[config.mk]
export PLATFORM = sky130hd
export DESIGN_NAME = register_file
export DESIGN_NICKNAME = d
export VERILOG_FILES = /design/src/rtl/register_file.sv
export SDC_FILE = /design/constraint.sdc
export NUM_CORES = 2
export LEC_CHECK = 0
export ABC_AREA = 1
export CAP_MARGIN = 20
export CORE_ASPECT_RATIO = 1.5
export CORE_MARGIN = 4
export CORE_UTILIZATION = 60
export CTS_BUF_LIST = sky130_fd_sc_hd__clkbuf_4
export DETAILED_ROUTE_END_ITERATION = 10
export GPL_TIMING_DRIVEN = 1
export PLACE_DENSITY = 0.78
export RECOVER_POWER = 50
export SLEW_MARGIN = 10
export SYNTH_ARGS = -nofsm -noshare
export SYNTH_HDL_FRONTEND = slang
export SYNTH_SLANG_ARGS = --single-unit
[constraint.sdc]
create_clock -name clk -period 103.3 [get_ports clk]
set_clock_uncertainty 0.15 [all_clocks]
set_input_delay 20.66 -clock clk [delete_from_list [all_inputs] [get_ports clk]]
set_output_delay 20.66 -clock clk [all_outputs]
set_load 0.01 [all_outputs]
[src/rtl/register_file.sv]
// register_file: N x WORD_LENGTH register file, one synchronous write port, two combinational read ports.
// Register 0 and any index >= N read as zero and ignore writes.
module register_file #(
    parameter int WORD_LENGTH = 32,
    parameter int N           = 32
) (
    input  logic                   clk,
    input  logic                   reset,
    input  logic                   RegWrite,
    input  logic [4:0]             WriteRegister,
    input  logic [4:0]             ReadRegister1,
    input  logic [4:0]             ReadRegister2,
    input  logic [WORD_LENGTH-1:0] WriteData,
    output logic [WORD_LENGTH-1:0] ReadData1,
    output logic [WORD_LENGTH-1:0] ReadData2
);
    logic [WORD_LENGTH-1:0] regs_q [N];
    logic [WORD_LENGTH-1:0] regs_d [N];

    // Decoded per index so out-of-range addresses simply match nothing.
    always_comb begin
        regs_d = regs_q;
        for (int i = 1; i < N; i++)
            if (RegWrite && WriteRegister == 5'(i)) regs_d[i] = WriteData;
        regs_d[0] = '0;
    end

    always_ff @(posedge clk or posedge reset)
        if (reset) regs_q <= '{default: '0};
        else regs_q <= regs_d;

    always_comb begin
        ReadData1 = '0;
        ReadData2 = '0;
        for (int i = 1; i < N; i++) begin
            if (ReadRegister1 == 5'(i)) ReadData1 = regs_q[i];
            if (ReadRegister2 == 5'(i)) ReadData2 = regs_q[i];
        end
    end
endmodule

==> impl_metrics.py <==
metrics = {
    "synthesis": {
        "syn_avg_cell_area_sq_um": 7.181,
        "yosysWarnings": 0,
        "netlist_top_cells_count": "nand2_1 (2,548), o21ai_0 (1,021), dfrtp_1 (992)",
        "synth_edf_count": 0,
        "synth_area_sq_um": 51040,
        "synth-seq-cells": 992,
        "syn_inst": 7108,
        "yosysUniqueCellTypes": 30,
        "synth.most_common_cell": "nand2_1",
        "yosys.area.top_type": "dfrtp_1",
        "ys.flop_type": "dfrtp_1",
        "synth.area.top_cells": "dfrtp_1 (49%), nand2_1 (19%), o21ai_0 (10%)",
        "async_flop_share": 1.000,
        "syn-num-nets": 7158,
        "synth_top_area_share": 0.4864,
        "ys_seq_area_frac": 0.4864,
    },
    "clocking": {
        "clk-insertion-delay-late_ps": 1180,
        "cts_tree": "built",
        "holdBufCountCts": 0,
        "cts_buffers": 233,
        "clk_pin_slew_ps": 60,
        "clock-sinks": 992,
        "cts_setup_buffers": 0,
        "htreeDepth": 4,
        "cts.repair.resized": 0,
        "clock-root-buffer": "clkbuf_4",
        "clock_path_buffers": 3,
    },
    "floorplan": {
        "ios": 114,
        "die_x_um": 246.1,
        "start_util": 0.6069,
        "design.core.area_sq_um": 84090,
        "die_h_um": 365.2,
        "die_area_sq_um": 89890,
        "fp-row-count": 130,
    },
    "cells_and_area": {
        "multi_input_area_sq_um": 22590,
        "fillers": 7443,
        "largest_reg_flops": 992,
        "top_regs": "regs_q x992",
        "area_growth_pct": 8.619,
        "regMostFlops": "regs_q",
        "seq_area_sq_um": 24820,
        "drive_gt1_frac": 0.07632,
        "fin_nets": 7120,
    },
    "sta": {
        "period_share": 0.4539,
        "fmax_ghz": 0.02133,
        "slew_headroom": -5.285,
        "fin_setup_tns_ps": 0,
        "final-hold-violation-count": 0,
        "setup_viol": 0,
        "slew_viol_final": 2077,
        "setup_ws_ps": 56410,
        "period_needed_ps": 46890,
        "grt_setup_unrepaired": "no",
        "worst_slew_pin_slew_ps": 9427,
    },
    "global_routing": {
        "grt_remaining_overflow": 0,
        "grt_pass1_wl_mm": 263.7,
        "grt_max_degree": 183,
        "grt_usage": 0.3731,
        "grt_pass1_vias": 47889,
        "antenna_found_initial": 6,
    },
    "placement": {
        "pre_cts_slack_ps": 56690,
        "place_congestion": 0.9405,
        "io_buffer_count": 113,
        "place_hpwl_mm": 111.1,
    },
    "detailed_routing": {
        "detail-route-antenna-nets": 0,
        "wl_mm": 167.5,
        "drt-pass1-iter-count": 9,
        "vias_per_cell": 5.936,
        "drtIter0Drc": 6208,
        "post_drt_wl_per_cell_um": 20.03,
        "drc": 0,
        "num_vias": 49646,
    },
    "job": {
        "drv_cap": 32,
    },
    "power": {
        "max-vdd-ir-drop_mv": 0.01351,
        "power.density_nw_per_um2": 17.94,
        "p_leak_nw": 25.33,
    },
    "worst_setup_path": {
        "path_max_fanout": 63,
        "crit_type": "in2out",
        "cp-start-kind": "input port",
        "critPathArrivalTime_ps": 26080,
        "cp_data_required_time_ps": 82490,
        "cp-end-kind": "output port",
    },
    "run_status": {
        "status": "finished, violations left",
        "violations": "capacitance limit, slew limit",
    },
    "worst_hold_path": {
        "hold_class": "reg2reg",
    },
}
==> cells in the final DEF (no fill, tap or decap), types with 22 or more instances in the layout <==
| cell type | synthesis | final |
|---|---|---|
| a21oi_1 | 57 | 57 |
| buf_4 | 6 | 69 |
| clkbuf_1 | 423 | 32 |
| clkbuf_4 | 0 | 340 |
| clkdlybuf4s50_1 | 0 | 108 |
| clkinv_1 | 4 | 50 |
| dfrtp_1 | 992 | 992 |
| inv_1 | 453 | 451 |
| nand2_1 | 2548 | 2532 |
| nand2_2 | 6 | 22 |
| nand3_1 | 107 | 106 |
| nand4_1 | 540 | 540 |
| nor2_1 | 765 | 749 |
| nor2_2 | 13 | 26 |
| o21ai_0 | 1021 | 1021 |
| or2_2 | 39 | 39 |
==> per-layer routing <==
| metal | global-route usage | vias up | share of wire |
|---|---|---|---|
| met5 | 0 | - | 0 |
| met4 | 0.2480 | 0 | 0.073 |
| met3 | 0.08031 | 730 | 0.093 |
| met2 | 0.6068 | 2939 | 0.47 |
| met1 | 0.4485 | 23057 | 0.37 |
| li1 | - | 22920 | - |
==> worst max-delay path: stages <==
cell	delay, ps
clkdlybuf4s50_1	770
clkinv_2	880
nand2_2	390
nor2_2	140
clkinv_2	420
nor2_1	80
nor2_1	130
nand4_1	160
nor2_1	150
nand4_1	130
nor2_1	120
nand4_1	110
nor2_1	120
nand4_1	130
nor2_1	120
nand4_1	120
nor2_1	110
nand4_1	90
nor2_1	460
nand4_1	240
clkdlybuf4s50_1	550
==> final timing paths <==
kind	startpoint	to	slack [ps]	depth (start not counted)
setup / recovery	ReadRegister2[4]	ReadData2[21]	56410	21
hold reg to reg	regs_q[503]$_DFFE_PP0P_	regs_q[503]$_DFFE_PP0P_	340	2
max in group asynchronous	reset	regs_q[902]$_DFFE_PP0P_	70740	3
min in group asynchronous	reset	regs_q[131]$_DFFE_PP0P_	21460	2
hold / removal	regs_q[503]$_DFFE_PP0P_	regs_q[503]$_DFFE_PP0P_	340	2
setup reg to reg	regs_q[15]$_DFFE_PP0P_	regs_q[15]$_DFFE_PP0P_	102220	2
==> area by class of cell <==
cell class                 instances  area share
sequential                       992      0.4478
multi-input combinational       5148      0.4074
clock buffer                     340     0.04604
timing repair buffer             221     0.03467
inverter                         474     0.03221
tap                             1122     0.02532
clock inverter                    58    0.006161
antenna                            9   0.0004062
==> report_power, final <==
| part | switching [mW] | internal (mW) |
|---|---|---|
| Combinational | 0.101 | 0.0566 |
| Sequential | 0.0573 | 0.461 |
| Clock | 0.159 | 0.159 |
==> through the flow <==
stage          instances  hold WS (ps)  instance area, sq um    util  power (mW)
2_1_floorplan       7108         303.0                 51040       -      0.6125
3_3_place_gp        7942         316.1                 52510  0.6244      0.6690
3_5_place_dp        7944         322.5                 52560  0.6250      0.6770
4_1_cts             8342         337.7                 55450  0.6594      0.9940
5_1_grt             8361         352.5                 55430  0.6592       1.049
6_report            8364         335.6                 55440  0.6593      0.9947
==> cell families (layout without fill, tap and decap cells) <==
group	Yosys count	after routing	share of synthesized area
AO/OA/AOI/OAI	1078	1078	0.1057
flip-flops	992	992	0.4864
buffers and inverters	968	1093	0.07374
AND/OR/NAND/NOR	4070	4070	0.3342
other	0	9	0
No activity file was read; power rests on OpenSTA's default activity.
